==> src/rtl/l1_mem_responder_pkg.sv <==
// Shared types for the L1 memory responder: FSM states, AMO opcodes, burst helpers.
package l1_mem_responder_pkg;

    typedef enum logic [2:0] {
        StIdle,
        StRead,
        StWrite,
        StSc,
        StInv
    } state_e;

    localparam int unsigned SizeW = 5;

    localparam logic [SizeW-1:0] AmoLr = 5'b00010;
    localparam logic [SizeW-1:0] AmoSc = 5'b00011;

    // Word-offset mask of the smallest power-of-two window that holds idx+1 words.
    function automatic logic [SizeW-1:0] burst_mask(input logic [SizeW-1:0] idx);
        logic [SizeW-1:0] m;
        m = idx;
        m = m | (m >> 1);
        m = m | (m >> 2);
        m = m | (m >> 4);
        return m;
    endfunction

endpackage

==> src/rtl/l1_burst_counter.sv <==
// Burst address generator: walks base..base+last_idx, one word per cycle after start.
module l1_burst_counter
    import l1_mem_responder_pkg::*;
#(
    parameter int unsigned AddrW = 14
) (
    input  logic             clk,
    input  logic             rst,
    input  logic             start,
    input  logic [AddrW-1:0] base,
    input  logic [SizeW-1:0] last_idx,
    output logic             active,
    output logic             last,
    output logic [AddrW-1:0] addr
);

    logic             active_q;
    logic [SizeW-1:0] cnt_q;
    logic [SizeW-1:0] last_idx_q;
    logic [AddrW-1:0] addr_q;

    always_ff @(posedge clk) begin
        if (rst) begin
            active_q   <= 1'b0;
            cnt_q      <= '0;
            last_idx_q <= '0;
            addr_q     <= '0;
        end else if (start) begin
            active_q   <= 1'b1;
            cnt_q      <= '0;
            last_idx_q <= last_idx;
            addr_q     <= base;
        end else if (active_q) begin
            if (cnt_q == last_idx_q) begin
                active_q <= 1'b0;
            end else begin
                cnt_q  <= cnt_q + SizeW'(1);
                addr_q <= addr_q + AddrW'(1);
            end
        end
    end

    assign active = active_q;
    assign last   = active_q && (cnt_q == last_idx_q);
    assign addr   = addr_q;

endmodule

==> src/rtl/l1_mem_responder.sv <==
// L1 arbiter request responder: burst reads, writes, LR/SC reservation and snoop invalidates
// against a single-port RAM with one-cycle read latency.
module l1_mem_responder
    import l1_mem_responder_pkg::*;
#(
    parameter int unsigned LINE_W     = 4,
    parameter int unsigned MEM_ADDR_W = 14
) (
    input  logic                  clk,
    input  logic                  rst,
    // Cache request
    input  logic                  req_request,
    input  logic [31:0]           req_addr,
    input  logic [31:0]           req_data,
    input  logic                  req_rnw,
    input  logic [3:0]            req_be,
    input  logic [4:0]            req_size,
    input  logic                  req_is_amo,
    input  logic [4:0]            req_amo,
    output logic                  req_ack,
    // Responses
    output logic [31:0]           rsp_data,
    output logic                  rsp_data_valid,
    output logic [29:0]           rsp_inv_addr,
    output logic                  rsp_inv_valid,
    input  logic                  rsp_inv_ack,
    output logic                  sc_complete,
    output logic                  sc_success,
    // Foreign-master write notification
    input  logic                  ext_wr_valid,
    input  logic [31:0]           ext_wr_addr,
    output logic                  ext_wr_ready,
    // Backing RAM
    output logic                  mem_en,
    output logic                  mem_we,
    output logic [3:0]            mem_be,
    output logic [MEM_ADDR_W-1:0] mem_addr,
    output logic [31:0]           mem_wdata,
    input  logic [31:0]           mem_rdata
);

    localparam logic [SizeW-1:0] MaxIdx = SizeW'(LINE_W - 1);

    state_e state_q, state_d;

    logic [29:0] addr_q;
    logic [31:0] data_q;
    logic [3:0]  be_q;
    logic [29:0] inv_addr_q;
    logic        resv_valid_q, resv_valid_d;
    logic [29:0] resv_addr_q, resv_addr_d;
    logic        rd_pending_q;

    logic [SizeW-1:0]      size_idx;
    logic [29:0]           word_base;
    logic                  is_lr;
    logic                  is_sc;
    logic                  sc_match;
    logic                  burst_start;
    logic                  burst_active;
    logic                  burst_last;
    logic [MEM_ADDR_W-1:0] burst_addr;
    logic                  unused_bits;

    assign size_idx  = (req_size > MaxIdx) ? MaxIdx : req_size;
    assign word_base = req_addr[31:2] & ~{25'b0, burst_mask(size_idx)};
    assign is_lr     = req_is_amo && (req_amo == AmoLr);
    assign is_sc     = req_is_amo && (req_amo == AmoSc) && !req_rnw;
    assign sc_match  = resv_valid_q && (resv_addr_q == addr_q);

    assign unused_bits = ^{req_addr[1:0], ext_wr_addr[1:0], word_base, burst_last};

    l1_burst_counter #(
        .AddrW (MEM_ADDR_W)
    ) u_burst_counter (
        .clk      (clk),
        .rst      (rst),
        .start    (burst_start),
        .base     (word_base[MEM_ADDR_W-1:0]),
        .last_idx (size_idx),
        .active   (burst_active),
        .last     (burst_last),
        .addr     (burst_addr)
    );

    always_comb begin
        state_d       = state_q;
        req_ack       = 1'b0;
        burst_start   = 1'b0;
        rsp_inv_valid = 1'b0;
        rsp_inv_addr  = '0;
        ext_wr_ready  = 1'b0;
        sc_complete   = 1'b0;
        sc_success    = 1'b0;
        mem_en        = 1'b0;
        mem_we        = 1'b0;
        mem_be        = '0;
        mem_addr      = '0;
        mem_wdata     = '0;
        resv_valid_d  = resv_valid_q;
        resv_addr_d   = resv_addr_q;

        unique case (state_q)
            StIdle: begin
                // A pending snoop always wins over the cache request.
                if (ext_wr_valid) begin
                    state_d = StInv;
                end else if (req_request) begin
                    req_ack = 1'b1;
                    if (is_sc) begin
                        state_d = StSc;
                    end else if (req_is_amo || req_rnw) begin
                        state_d     = StRead;
                        burst_start = 1'b1;
                        if (is_lr) begin
                            resv_valid_d = 1'b1;
                            resv_addr_d  = req_addr[31:2];
                        end
                    end else begin
                        state_d = StWrite;
                    end
                end
            end
            StRead: begin
                mem_en   = burst_active;
                mem_addr = burst_addr;
                // Stay one cycle past the last issue so the final word returns here.
                if (!burst_active) begin
                    state_d = StIdle;
                end
            end
            StWrite: begin
                mem_en    = 1'b1;
                mem_we    = 1'b1;
                mem_be    = be_q;
                mem_addr  = addr_q[MEM_ADDR_W-1:0];
                mem_wdata = data_q;
                if (resv_addr_q == addr_q) begin
                    resv_valid_d = 1'b0;
                end
                state_d = StIdle;
            end
            StSc: begin
                sc_complete  = 1'b1;
                sc_success   = sc_match;
                resv_valid_d = 1'b0;
                if (sc_match) begin
                    mem_en    = 1'b1;
                    mem_we    = 1'b1;
                    mem_be    = be_q;
                    mem_addr  = addr_q[MEM_ADDR_W-1:0];
                    mem_wdata = data_q;
                end
                state_d = StIdle;
            end
            StInv: begin
                rsp_inv_valid = 1'b1;
                rsp_inv_addr  = inv_addr_q;
                if (rsp_inv_ack) begin
                    ext_wr_ready = 1'b1;
                    if (resv_addr_q == inv_addr_q) begin
                        resv_valid_d = 1'b0;
                    end
                    state_d = StIdle;
                end
            end
            default: state_d = StIdle;
        endcase
    end

    always_ff @(posedge clk) begin
        if (rst) begin
            state_q      <= StIdle;
            addr_q       <= '0;
            data_q       <= '0;
            be_q         <= '0;
            inv_addr_q   <= '0;
            resv_valid_q <= 1'b0;
            resv_addr_q  <= '0;
            rd_pending_q <= 1'b0;
        end else begin
            state_q      <= state_d;
            resv_valid_q <= resv_valid_d;
            resv_addr_q  <= resv_addr_d;
            rd_pending_q <= (state_q == StRead) && burst_active;
            if (req_ack) begin
                addr_q <= req_addr[31:2];
                data_q <= req_data;
                be_q   <= req_be;
            end
            if ((state_q == StIdle) && ext_wr_valid) begin
                inv_addr_q <= ext_wr_addr[31:2];
            end
        end
    end

    assign rsp_data_valid = rd_pending_q;
    assign rsp_data       = rd_pending_q ? mem_rdata : '0;

endmodule

==> config.mk <==
export PLATFORM = sky130hd
export DESIGN_NAME = l1_mem_responder
export DESIGN_NICKNAME = d
export VERILOG_FILES = /design/src/rtl/l1_mem_responder_pkg.sv /design/src/rtl/l1_burst_counter.sv /design/src/rtl/l1_mem_responder.sv
export SDC_FILE = /design/constraint.sdc
export NUM_CORES = 1
export LEC_CHECK = 0
export CAP_MARGIN = 30
export CORE_ASPECT_RATIO = 1.4
export CORE_MARGIN = 4
export CORE_UTILIZATION = 49
export DETAILED_ROUTE_END_ITERATION = 8
export PLACE_DENSITY = 0.86
export SYNTH_ARGS = -nofsm -noshare
export SYNTH_HDL_FRONTEND = slang
export SYNTH_SLANG_ARGS = --single-unit
==> constraint.sdc <==
create_clock -name clk -period 5.6 [get_ports clk]
set_clock_uncertainty 0.15 [all_clocks]
set_input_delay 0.56 -clock clk [delete_from_list [all_inputs] [get_ports clk]]
set_output_delay 0.56 -clock clk [all_outputs]
set_load 0.005 [all_outputs]
==> results of run 1 <==
cells in the final DEF (no fill, tap or decap), drive strengths merged, types with 25 or more instances in the layout:
master         count
and2              35
clkdlybuf4s50    263
a21oi            132
inv               26
and3              38
nor2              25
nor2b             35
dfxtp            156
nand2            281
xor2              71
cells by family after synthesis:
group,after synthesis,synth area share (%)
AND/OR/NAND/NOR,463,29.3
multiplexers,2,0.267
XOR/XNOR,77,9.01
AO/OA/AOI/OAI,185,14.5
buffers and inverters,83,4.90
adder cells (fa/ha/maj),2,0.334
flip-flops,156,41.7
sequential cells by signal, indices dropped and copies added (netlist names):
signal                      cells
inv_addr_q                     30
u_burst_counter.cnt_q           5
be_q                            4
resv_addr_q                    30
rsp_data_valid                  1
state_q                         3
resv_valid_q                    1
addr_q                         30
u_burst_counter.last_idx_q      5
u_burst_counter.active          1
data_q                         32
u_burst_counter.addr           14
worst paths after layout:
check	startpoint	endpoint	slack (ns)	cells after the start
worst max-delay path	resv_addr_q[8]	mem_addr[10]	1.48	6
worst min-delay path	data_q[19]	data_q[19]	0.30	2
worst max register to register	state_q[2]	resv_addr_q[19]	2.87	7
worst min register to register	data_q[19]	data_q[19]	0.30	2
routing by layer:
layer  vias to the layer above  part of all wire [%]  GRT usage, %
met5                         -                     0             0
met4                         0                   3.4          10.5
met3                        52                   7.8          5.60
met2                       324                    51          46.3
met1                      3452                    38          30.7
li1                       3644                     -             -
stage by stage:
step	total power, mW	instance area, um2	utilization [%]	hold WS [ns]	instances
CTS	2.63	10700	71.6	0.304	1403
global route	2.71	10700	71.6	0.322	1403
detailed placement	1.56	10200	67.9	0.296	1371
global placement	1.55	10200	67.8	0.288	1370
finish	2.62	10700	71.6	0.303	1403
floorplan	1.37	7490	-	0.282	968
final cells by class:
cell class | count | area (um2) | area share (%)
timing repair buffer | 275 | 2730 | 25.5
clock buffer | 17 | 425 | 3.97
sequential | 156 | 3120 | 29.1
multi-input combinational | 729 | 4010 | 37.4
tap | 192 | 240 | 2.24
inverter | 19 | 71.3 | 0.665
clock inverter | 15 | 126 | 1.18
power breakdown:
part	leakage, nW	internal, mW	switching, mW
sequential	1.27	1.16	0.0412
combinational	2.69	0.173	0.165
clock	0.264	0.580	0.500
total	4.22	1.91	0.706
worst min-delay path: stages, from the launching register on:
cell and delay, ns:
dfxtp_1 0.31, nand2_1 0.05, a21oi_1 0.05
==> out/metrics.cfg, run 1 <==
[clocking]
clock_tree.buffer_depth=2
cts_buffers=17
path_clk_slew_ns=0.07
cts_sinks=156
cts_hold_buf=0
insertion_delay_ns=0.42
cts_setup_buffers=0
root_buffer=clkbuf_16
cts_tree=done
htree_num_levels=4
postCtsResizedCells=0

[worst_setup_path]
critPathRequiredTime_ns=4.89
start_kind=flop
cp_top_family=compound AO/OA/AOI/OAI gates
worstPathMaxFanout=52
cp_num_buf_inv=1
worstPathCellList=xor2_1 -> nor4_1 -> nand4_1 -> o31a_4 -> o21ai_2 -> clkdlybuf4s50_1
slowest_delay_ns=0.69
arrival_ns=3.41
end_kind=output pin
critPathKind=reg -> out
cpMaxStageDelayCell=o31a_4

[logic_synthesis]
synth_edf_count=0
synth_area_um2=7490
synth_area_leader_cell=dfxtp_1
yosysUniqueCellTypes=46
ys_seq_area_share_pct=41.7
yosys-top-cells-area=dfxtp_1, nand2_1, a21oi_1, xor2_1, and3_1
synth_top_area_share_pct=41.7
syn-num-nets=1119
synth.most_common_cell=nand2_1
synthTopCellsByCount=nand2_1, dfxtp_1, a21oi_1
avgSynthCellArea_um2=7.73
synth_seq_cells=156
syn-instance-count=968
async_reset_ff_share_pct=0
ys.flop_type=dfxtp_1
ys_warn_count=0

[pwr]
powerDensity_nw_per_um2=244
ir_worst_vdd_mv=0.158
p_leak_nw=4.22

[timing]
hold_viol_final=0
final_max_slew_viol_count=0
timing.final.ws_setup_ns=1.48
period_share_pct=73.7
maxSlewHeadroom_pct=37.4
fin_setup_tns_ns=0
report.final.setup_viol=0
fin_crit_ns=4.12
rsz0062_at_grt=no
tightestPinTransition_ns=0.939
clock.fmax_mhz=242

[place]
dp_slack_ns=1.97
place.port_buffers=264
gp_congestion=0.896
dp_hpwl_um=16700

[floorplan]
coreArea_um2=15000
rows=53
dieHeight_um=154
ios=269
initial_core_util_pct=49.9
dieArea_um2=17300
die_w_um=112

[worst_hold_path]
hp-class=reg -> reg

[final_layout]
nFillCells=1234
fin_nets=1349
drive_gt1_share_pct=7.43
insertedDiodeCount=0
area_delta_synth_final_pct=43.3

[route]
routed_via_density=5.33
drc=0
vias=7472
drt_wl_total_um=23400
drt_pre_antenna_iters=5
wl_per_cell_um=16.7
postRouteAntennaNets=0
drtIter0Drc=432

[global_routing]
grt-ovfl-total=0
grt_pass1_vias=7112
grt_pass1_wl_um=36800
antenna_found_initial=0
grt_use_total_pct=26.2
grt_max_degree=89

[job]
cap_violations=0

[run_status]
outcome=complete, no violations

No activity file was read; power rests on OpenSTA's default activity.
==> run 2: changes to the inputs <==
--- a/config.mk
+++ b/config.mk
@@ -8,9 +8,9 @@
 export CAP_MARGIN = 30
 export CORE_ASPECT_RATIO = 1.4
 export CORE_MARGIN = 4
-export CORE_UTILIZATION = 49
+export CORE_UTILIZATION = 45
 export DETAILED_ROUTE_END_ITERATION = 8
-export PLACE_DENSITY = 0.86
+export PLACE_DENSITY = 0.79
 export SYNTH_ARGS = -nofsm -noshare
 export SYNTH_HDL_FRONTEND = slang
 export SYNTH_SLANG_ARGS = --single-unit
==> constraint.sdc (replaced) <==
create_clock -name clk -period 4.25 [get_ports clk]
set_clock_uncertainty 0.15 [all_clocks]
set_input_delay 0.425 -clock clk [delete_from_list [all_inputs] [get_ports clk]]
set_output_delay 0.425 -clock clk [all_outputs]
set_load 0.005 [all_outputs]
==> run 2 against run 1 <==
- via count up 1.4%
- critical path depth unchanged
- non-clock buffer count up 3
- sequential cell count unchanged
- combinational power up 34%
- die area up 8.3%
- hold slack worse by 0.0039 ns
- first-iteration DRC count up 9.7%
- wire length up 4.4%
- sequential power up 32%
- critical path type unchanged
==> out/metrics.cfg, run 2 (synthesis results as in run 1) <==
[run_status]
outcome=complete, no violations

[floorplan]
dieHeight_um=161
dieArea_um2=18800
ios=269
coreArea_um2=16200
rows=55
die_w_um=117
initial_core_util_pct=46.1

[pwr]
powerDensity_nw_per_um2=339
total_power_mw=3.69
power.switching_mw=0.893
sw_frac_of_total_pct=24.2
pwr-share-clk_pct=44.9
seq_power_share_pct=42.8
intPower_mw=2.79
p_comb_share_pct=12.3
p_leak_nw=4.30
ir_worst_vdd_mv=0.289

[global_routing]
grt-ovfl-total=0
grt_pass1_vias=7271
grt_pass1_wl_um=37500
grt_max_degree=62
antenna_found_initial=0
grt_use_total_pct=25.3

[route]
drc=0
drt_pre_antenna_iters=7
wl_per_cell_um=17.3
routed_via_density=5.37
drtIter0Drc=474
drt_wl_total_um=24500
postRouteAntennaNets=0
vias=7578

[clocking]
insertion_delay_ns=0.41
path_clk_slew_ns=0.07
cts_tree=done
htree_num_levels=4
root_buffer=clkbuf_16
cts_buffers=17
postCtsResizedCells=0
cts_sinks=156
cts_hold_buf=0
cts_setup_buffers=0
clock_tree.buffer_depth=2

[timing]
maxSlewHeadroom_pct=46.1
rsz0062_at_grt=no
hold_viol_final=0
report.final.setup_viol=0
fin_crit_ns=3.93
fin_setup_tns_ns=0
holdWs_ns=0.299
clock.fmax_mhz=255
period_share_pct=92.4
tightestPinTransition_ns=0.809
final_max_slew_viol_count=0

[worst_hold_path]
hp-class=reg -> reg

[worst_setup_path]
start_kind=flop
critPathRequiredTime_ns=3.67
rrSetupSlack_ns=1.64
worstPathMaxFanout=52
arrival_ns=3.35
end_kind=output pin
critPathKind=reg -> out

[place]
dp_hpwl_um=17500
gp_congestion=0.924
place.port_buffers=264

[final_layout]
final_common_cell=nand2_1
drive_gt1_share_pct=7.58
top_register=data_q
insertedDiodeCount=0
fin_nets=1352
area_delta_synth_final_pct=45.2
largest_register_ffs=32
nFillCells=1433
layout_common_cells=nand2_1, clkdlybuf4s50_1, dfxtp_1

[job]
cap_violations=0

-- run 2: per-layer routing --
layer / track usage [%] / vias to the layer above / part of all wire [%] / wire length (um)
li1: - / 3657 / - / -
met1: 29.3 / 3544 / 38 / 9210
met2: 45.5 / 324 / 52 / 12700
met3: 5.13 / 53 / 7.3 / 1780
met4: 8.61 / 0 / 3.3 / 800
met5: 0 / - / 0 / 0
-- run 2: stage by stage --
step	instance area, um2	util (%)	std cells	setup WS (ns)
floorplan	7490	-	968	2.07
global placement	10200	62.7	1379	0.844
detailed placement	10200	62.9	1380	0.834
CTS	10900	66.9	1411	0.381
global route	10900	66.9	1412	0.276
finish	10900	66.9	1412	0.324
-- run 2: final cells by class --
class | count | area [um2] | share of cell area, %
clock buffers | 20 | 467 | 4.29
clock inverters | 11 | 181 | 1.67
inverters | 19 | 71.3 | 0.656
multi-input cells | 729 | 4010 | 36.9
flip-flops and latches | 156 | 3120 | 28.7
well taps | 199 | 249 | 2.29
repair buffers | 278 | 2770 | 25.4
-- run 2: power groups by stage --
stage	Sequential [mW]	Combinational (mW)	Clock (mW)
3_5_place_dp	1.61	0.447	0
3_3_place_gp	1.61	0.439	0
2_1_floorplan	1.59	0.217	0
5_1_grt	1.59	0.493	1.74
4_1_cts	1.58	0.452	1.68
6_report	1.58	0.453	1.66
-- run 2: path summary, 6_finish.rpt --
kind	startpoint	end	depth (start not counted)
max	resv_addr_q[8]	mem_addr[5]	6
min reg2reg	data_q[21]	data_q[21]	2
max reg2reg	state_q[1]	resv_addr_q[2]	6
min	data_q[21]	data_q[21]	2
-- run 2: critical path, stage by stage (launching register included) --
cell	delay [ns]
dfxtp_1	0.35
xor2_1	0.17
nor4_1	0.57
nand4_1	0.31
o31a_4	0.70
o21ai_2	0.28
clkdlybuf4s50_1	0.54
==> run 3: changes to the inputs <==
--- a/config.mk
+++ b/config.mk
@@ -11,6 +11,8 @@
 export CORE_UTILIZATION = 45
 export DETAILED_ROUTE_END_ITERATION = 8
 export PLACE_DENSITY = 0.79
+export SKIP_LAST_GASP = 1
+export SLEW_MARGIN = 0
 export SYNTH_ARGS = -nofsm -noshare
 export SYNTH_HDL_FRONTEND = slang
 export SYNTH_SLANG_ARGS = --single-unit
==> results of run 3 <==
Same layout as run 2: the final DEF is identical, and so are final timing and power.
